==> config.mk <==
export PLATFORM = sky130hd
export DESIGN_NAME = uart_loader
export DESIGN_NICKNAME = d
export VERILOG_FILES = /design/src/rtl/uart_loader.sv
export SDC_FILE = /design/constraint.sdc
export NUM_CORES = 1
export LEC_CHECK = 0
export CORE_AREA = 10 10 127 129
export CTS_CLUSTER_SIZE = 25
export DETAILED_ROUTE_END_ITERATION = 8
export DIE_AREA = 0 0 137 139
export PLACE_DENSITY = 0.68
export SETUP_SLACK_MARGIN = 0.4
export SLEW_MARGIN = 20
export SYNTH_ARGS = -nofsm -noshare
export SYNTH_HDL_FRONTEND = slang
export SYNTH_SLANG_ARGS = --single-unit
==> constraint.sdc <==
create_clock -name clock -period 2.8 [get_ports clock]
set_input_delay 0.56 -clock clock [delete_from_list [all_inputs] [get_ports clock]]
set_output_delay 0.56 -clock clock [all_outputs]
set_load 0.02 [all_outputs]
==> src/rtl/uart_loader.sv <==
// uart_loader: UART boot loader, packs LE words into imem and holds CPU in reset; checksum byte with UART_LOADER_CHECKSUM_EN
module uart_loader #(
  parameter int ADDR_WIDTH = 12,
  parameter int TIMEOUT_CYCLES = 1000000,
  parameter logic [7:0] SYNC_BYTE = 8'hA5
) (
  input  logic                  clock,
  input  logic                  reset,
  input  logic [7:0]            rxData,
  input  logic                  rxFin,
  output logic                  memWe,
  output logic [ADDR_WIDTH-1:0] memAddr,
  output logic [31:0]           memWdata,
  output logic                  cpuResetN,
  output logic                  busy,
  output logic                  done,
  output logic                  error
);
  typedef enum logic [2:0] {IDLE, LEN_LO, LEN_HI, DATA, CSUM} state_t;
  state_t state, state_n;
  logic rx_fin_q, accept, ok, fin, fail, too_long, last;
  logic [15:0] len, len_n, len_hi;
  logic [ADDR_WIDTH-1:0] word_idx, word_idx_n, addr_n;
  logic [1:0] byte_idx, byte_idx_n;
  logic [31:0] word, word_n, wdata_n, tcnt, tcnt_n;
  logic we_n, cpu_n, busy_n, done_n, error_n;
`ifdef UART_LOADER_CHECKSUM_EN
  logic [7:0] csum, csum_n;
`endif
  assign accept = rxFin & ~rx_fin_q;
  assign len_hi = {rxData, len[7:0]};
  assign too_long = 32'(len_hi) > (32'd1 << ADDR_WIDTH);
  assign last = 32'(word_idx) + 32'd1 == 32'(len);
  always_comb begin
    state_n = state;
    len_n = len;
    word_idx_n = word_idx;
    byte_idx_n = byte_idx;
    word_n = word;
    we_n = 1'b0;
    addr_n = memAddr;
    wdata_n = memWdata;
    cpu_n = cpuResetN;
    done_n = done;
    error_n = error;
    ok = 1'b0;
    fin = 1'b0;
    fail = 1'b0;
`ifdef UART_LOADER_CHECKSUM_EN
    csum_n = csum;
`endif
    if (accept) begin
      case (state)
        IDLE: if (rxData == SYNC_BYTE) begin
          state_n = LEN_LO;
          done_n = 1'b0;
          error_n = 1'b0;
          cpu_n = 1'b0;
`ifdef UART_LOADER_CHECKSUM_EN
          csum_n = 8'h00;
`endif
        end
        LEN_LO: begin
          len_n = {8'h00, rxData};
          state_n = LEN_HI;
        end
        LEN_HI: begin
          len_n = len_hi;
          if (too_long) fail = 1'b1;
          else if (len_hi == 16'd0) fin = 1'b1;
          else begin
            state_n = DATA;
            word_idx_n = '0;
            byte_idx_n = 2'd0;
          end
        end
        DATA: begin
          word_n[{byte_idx, 3'b000} +: 8] = rxData;
          byte_idx_n = byte_idx + 2'd1;
`ifdef UART_LOADER_CHECKSUM_EN
          csum_n = csum ^ rxData;
`endif
          if (byte_idx == 2'd3) begin
            we_n = 1'b1;
            addr_n = word_idx;
            wdata_n = word_n;
            word_idx_n = word_idx + 1'b1;
            fin = last;
          end
        end
`ifdef UART_LOADER_CHECKSUM_EN
        CSUM: if (rxData == csum) ok = 1'b1; else fail = 1'b1;
`endif
        default: ;
      endcase
    end else if (state != IDLE && tcnt == 32'(TIMEOUT_CYCLES - 1)) fail = 1'b1;
`ifdef UART_LOADER_CHECKSUM_EN
    if (fin) state_n = CSUM;
`else
    ok = fin;
`endif
    if (ok) begin
      done_n = 1'b1;
      cpu_n = 1'b1;
      state_n = IDLE;
    end
    if (fail) begin
      error_n = 1'b1;
      state_n = IDLE;
    end
    tcnt_n = (accept || state_n == IDLE) ? 32'd0 : tcnt + 32'd1;
    busy_n = state_n != IDLE;
  end
  always_ff @(posedge clock or negedge reset)
    if (!reset) begin
      state <= IDLE;
      rx_fin_q <= 1'b0;
      len <= '0;
      word_idx <= '0;
      byte_idx <= '0;
      word <= '0;
      tcnt <= '0;
      memWe <= 1'b0;
      memAddr <= '0;
      memWdata <= '0;
      cpuResetN <= 1'b0;
      busy <= 1'b0;
      done <= 1'b0;
      error <= 1'b0;
`ifdef UART_LOADER_CHECKSUM_EN
      csum <= '0;
`endif
    end else begin
      state <= state_n;
      rx_fin_q <= rxFin;
      len <= len_n;
      word_idx <= word_idx_n;
      byte_idx <= byte_idx_n;
      word <= word_n;
      tcnt <= tcnt_n;
      memWe <= we_n;
      memAddr <= addr_n;
      memWdata <= wdata_n;
      cpuResetN <= cpu_n;
      busy <= busy_n;
      done <= done_n;
      error <= error_n;
`ifdef UART_LOADER_CHECKSUM_EN
      csum <= csum_n;
`endif
    end
endmodule

* After elaboration in Yosys (flattened, before gate mapping)
Cells that the tools add are included.
Word-level totals: flip-flop bits (word level) 146, output and inout port bits 49, logic and storage cells 92, input bits 11
Operators by class: shift-type cells 2, add/subtract/negate cells 5, mux-type cells 34, equality and inequality tests 10, bitwise operators 3, magnitude comparators 1, reduce and logical (&&, ||, !) cells 23
Operators with widths (number):
- 2-to-1 mux 12 bit | 3
- adder 32 x 1 -> 32 bit, second input constant | 1
- bitwise mux 32 bit | 1
- equality test 32 x 20 -> 1 bit, second input constant | 1
- 2-to-1 mux 32 bit | 1
- one-hot mux 16 bit (2 select lines) | 1
- variable shift 8 x 7 -> 32 bit, first input constant | 1
- indexed part select 8 x 7 -> 32 bit | 1
- one-hot mux 12 bit (2 select lines) | 1
- 2-to-1 mux 3 bit | 6
- equality test 13 x 16 -> 1 bit | 1
- greater-than comparator 16 x 13 -> 1 bit, second input constant | 1
- logical NOT 16 bit | 1
- 2-to-1 mux 1 bit | 16
- nonzero test 2 bit | 8
- adder 12 x 1 -> 13 bit, second input constant | 1
- adder 12 x 1 -> 12 bit, second input constant | 1
- AND reduction 3 bit | 4
- one-hot mux 3 bit (3 select lines) | 1
- equality test 8 bit, second input constant | 1
- negator 5 -> 7 bit | 1
- equality test 3 x 2 -> 1 bit, second input constant | 2
- logical NOT 3 bit | 2
- != test 2 bit, second input constant | 3
- 14 further kinds | 18

* Logic depth before layout (Yosys ltp)
depth after elaboration 10, gate-level depth with buffers 8, mapped depth without buffers 7

* Worst setup path before layout
No wires, ideal clock.
kind register -> register, from register word_idx[1], to register busy, arrival time 2223 ps, library setup time 122 ps, cell stages (with the launch flop) 9, path slack 455 ps, path buffers 1, data required time 2678 ps, period minus slack after synthesis 2345 ps, cell sequence dfrtp_1 -> ha_1 -> and4_1 -> buf_6 -> and3_1 -> or4_1 -> a2111o_1 -> and4bb_4 -> nor4_1
Between the ends: word-level cells in the longest chain between the ends 8
RTL lines:
- start, declared | RTL line 23 | logic [ADDR_WIDTH-1:0] word_idx, word_idx_n, addr_n;
- start signal, assigned | RTL line 137 | word_idx <= word_idx_n;
- adder 12 x 1 -> 13 bit | RTL line 33 | assign last = 32'(word_idx) + 32'd1 == 32'(len);
- equality test 13 x 16 -> 1 bit | RTL line 33
- 2-to-1 mux 1 bit | RTL line 83 | if (byte_idx == 2'd3) begin
- one-hot mux 1 bit (2 select lines) | RTL line 53 | case (state)
- 2-to-1 mux 1 bit | RTL line 52 | if (accept) begin
- 2-to-1 mux 3 bit | RTL line 102 | if (ok) begin
- 2-to-1 mux 3 bit | RTL line 107 | if (fail) begin
- nonzero test 3 bit | RTL line 112 | busy_n = state_n != IDLE;
- named net busy_n | RTL line 26 | logic we_n, cpu_n, busy_n, done_n, error_n;
- end signal, assigned | RTL line 145 | busy <= busy_n;
- end, declared | RTL line 15 | output logic busy,
The timed path passes the listed nets, and every way through them passes these cells. A chain may end at the register's enable or synchronous reset.

* Final worst setup path
from register word_idx[0], to register busy
The elaborated chain is that of the path after synthesis.

==> out/metrics.csv <==
stage;metric;value;unit
die;placement_rows;43;
grt;antenna_found_initial;0;
route;drt_pass1_iterations;5;
placement;post-place-cells;907;
sta;final.period_utilization;83.7;%
job;cap_violations;0;
logic_synthesis;postSynth.asyncResetShare;100;%
logic_synthesis;yosysWarnings;0;
sta;timing_max_transition_violations_final;0;
placement;post-dp-hpwl;10.8;mm
sta;finalCriticalPeriod;2340;ps
cts;tritoncts_num_sinks;138;
status;outcome;finished, final reports clean;
grt;global_route.usage.total;17.1;%
grt;first_global_vias;5285;
setup_path;r2r.worst_path.cells;7;
die;initial_core_util;48.7;%
finish;finish.instance_area;0.00813;mm^2
setup_path;r2r_end;busy$_DFF_PN0_;
setup_path;timing.critical_path.slowest_cell_delay;520;ps
die;design.portCount;60;
min_path;hold_path.class;in -> async;
setup_path;worstPathBufferInverterCount;0;
cts;htree_levels;4;
route;wl;15.9;mm
setup_path;worst-endpoint-required;3090;ps
cts;tritoncts;yes;
placement;globalplace.congestion;0.931;
logic_synthesis;synth_enable_flop_cells;0;
sta;finalHoldWorstSlack;107;ps
die;fp.dieW;137;um
setup_path;worstReg2RegStart;word_idx[0]$_DFFE_PN0P_;
logic_synthesis;postSynthNetCount;705;
setup_path;cp.depth;7;
setup_path;crit_path_max_fanout;4;
setup_path;start_kind;flip-flop;
sta;slew_headroom;61.6;%
route;vias_per_cell;5.62;
logic_synthesis;synth.distinct_cells;59;
logic_synthesis;netlist_area;0.00665;mm^2
route;detail_route.drc_violations;0;
sta;fin_skew;12.4;ps
logic_synthesis;syn-instance-count;687;
grt;wire_length_of_the_first_global_routing_pass;26.3;mm
logic_synthesis;ys_dominant_reg_cell;dfrtp_1;
pwr;irDropWorstVdd;0.421;mV
grt;largest_net_degree_at_the_start_of_global_routing;73;
route;drt_first_iter_violations;479;
route;routedWlPerCell;16.8;um
setup_path;critical_path.cell_chain;ha_4 -> xnor2_2 -> o2111ai_1 -> or4_1 -> a2111o_1 -> and4bb_4 -> nor4_1;
setup_path;setup_cp_type;reg -> reg;
sta;unrepaired_setup_endpoints_after_global_routing;true;
route;antenna_left;0;
finish;instances_no_fill;944;
finish;n_fill_cell;1184;
die;floorplan.core_area;0.0137;mm^2
route;vias;5308;
cts;numCtsBuffers;17;
cts;cts.reportedPaths.clkPinSlew;60;ps
pwr;powerDensity;567;mW/mm^2
sta;fmax;427;MHz
setup_path;worst-r2r-setup-slack;460;ps
logic_synthesis;seq_area_frac_synth;51.9;%
logic_synthesis;synthTopCellsByArea;dfrtp_1, nand2_1, o21ai_0;
die;dieHeight;139;um
placement;buffer_ports.inserted;59;
sta;worstMarginPinSlew;576;ps
logic_synthesis;synth_top_cell_by_area;dfrtp_1;
grt;grt_residual_overflow;0;
finish;area.growth.synth_to_final;22.2;%
cts;clock_path_buffers;2;
sta;finalSetupTns;0;ps
logic_synthesis;synth-seq-cells;138;
setup_path;crit_arrival;2640;ps
cts;cts.root.buffer_cell;clkbuf_16;
logic_synthesis;portion_of_synthesized_cell_area_occupied_by_the_leading_cell_type;51.9;%
finish;num_antenna_cells;0;
sta;finalHoldViolations;0;
logic_synthesis;avgSynthCellArea;9.69;um^2
setup_path;timing.critical_path.slowest_stage_cell;or4_1;
pwr;total_leakage_power;3.51;nW
sta;finalSetupViolations;0;
finish;finish.net_count;769;
setup_path;end_kind;flip-flop;
cts;clk-insertion-delay-late;420;ps
die;die_footprint;0.0190;mm^2
finish;fraction_of_final_layout_cells_sized_beyond_drive_strength_1;12.7;%
placement;placedInstanceArea;0.00745;mm^2
setup_path;gate_family_responsible_for_the_most_delay_along_the_worst_path;simple AND/OR/NAND/NOR gates;
## through the flow
stage / utilization, % / power [mW] / worst slack, ps
after CTS: 58.9 / 4.63 / 403
final: 59.5 / 4.61 / 456
after floorplan: - / 2.27 / 455
after global routing: 59.5 / 4.78 / 389
after detailed placement: 54.5 / 2.43 / -82.0
after global placement: 54.5 / 2.42 / 17.8
## logic make-up after synthesis
group                    count (synthesis)  share of synthesized area, %
AND/OR/NAND/NOR                        294                          22.3
AO/OA/AOI/OAI                          143                          13.4
flip-flops                             138                          51.9
buffers and inverters                   54                          3.97
XOR/XNOR                                40                          5.27
multiplexers                            11                          1.84
adder cells (fa/ha/maj)                  7                          1.32
## area by class of cell
class	instances	area, um^2	share of cell area [%]
multi-input cells	495	2990	36.8
flip-flops and latches	138	3460	42.5
well taps	180	225	2.77
clock buffers	19	433	5.32
inverters	11	41.3	0.508
repair buffers	88	835	10.3
clock inverters	13	145	1.78
## repair_timing
action | 4_1_cts | 5_1_grt
resized for setup | 7 | 10
buffers inserted | 1 | 4
endpoints found under the setup margin | 9 | 9
hold buffers | 0 | 0
pin swaps | 0 | 3
## cells in the final DEF (no fill, tap or decap), types with 14 or more instances in the layout
cell type,synthesis,layout
dfrtp_1,138,133
nand2_1,118,118
clkdlybuf4s50_1,0,58
o21ai_0,51,51
nor2_1,51,51
a21oi_1,33,33
xor2_1,28,28
nor2b_1,28,28
buf_4,3,27
a22o_1,25,25
nand3_1,20,20
clkbuf_16,0,17
a31oi_1,14,14
## worst max-delay path by stage
| stage | start | to |
|---|---|---|
| 6_report | word_idx[0]$_DFFE_PN0P_ | busy$_DFF_PN0_ |
| 5_1_grt | word_idx[0]$_DFFE_PN0P_ | busy$_DFF_PN0_ |
| 4_1_cts | byte_idx[0]$_DFFE_PN0P_ | busy$_DFF_PN0_ |
| 3_5_place_dp | rxData[3] | word_idx[4]$_DFFE_PN0P_ |
| 3_3_place_gp | rxData[3] | word_idx[6]$_DFFE_PN0P_ |
| 2_1_floorplan | word_idx[1]$_DFFE_PN0P_ | busy$_DFF_PN0_ |
## state kept, by name (all words and copies together), names as in the netlist, 2 cells and up
signal,count
byte_idx,2
len,16
memAddr,12
memWdata,32
state,3
tcnt,32
word,24
word_idx,12
## per-layer routing
layer | vias up | global-route usage, % | part of all wire, %
met1 | 2627 | 21.5 | 44
met3 | 26 | 3.70 | 4.9
met4 | 0 | 7.82 | 2.4
met5 | - | 0 | 0
li1 | 2522 | - | -
met2 | 133 | 27.2 | 49
## Yosys cell counts, types with 6 or more instances
cell / n
a22o_1: 25
a31oi_1: 14
mux2_2: 10
and4_1: 6
nor4_1: 7
inv_1: 10
clkbuf_1: 31
o21ai_0: 51
ha_1: 7
xnor2_1: 12
nand2_1: 118
nand3_1: 20
and3_1: 8
dfrtp_1: 138
a21oi_1: 33
or4_1: 7
xor2_1: 28
nor3_1: 9
nand4_1: 10
nor2b_1: 28
nor2_1: 51
## power by group
group / internal [mW] / switching [mW] / leakage [nW] / total [mW]
logic: 0.142 / 0.197 / 1.33 / 0.340
clock network: 1.32 / 0.873 / 0.274 / 2.19
registers: 2.04 / 0.0433 / 1.91 / 2.08
(Power assumes the default switching activity.)
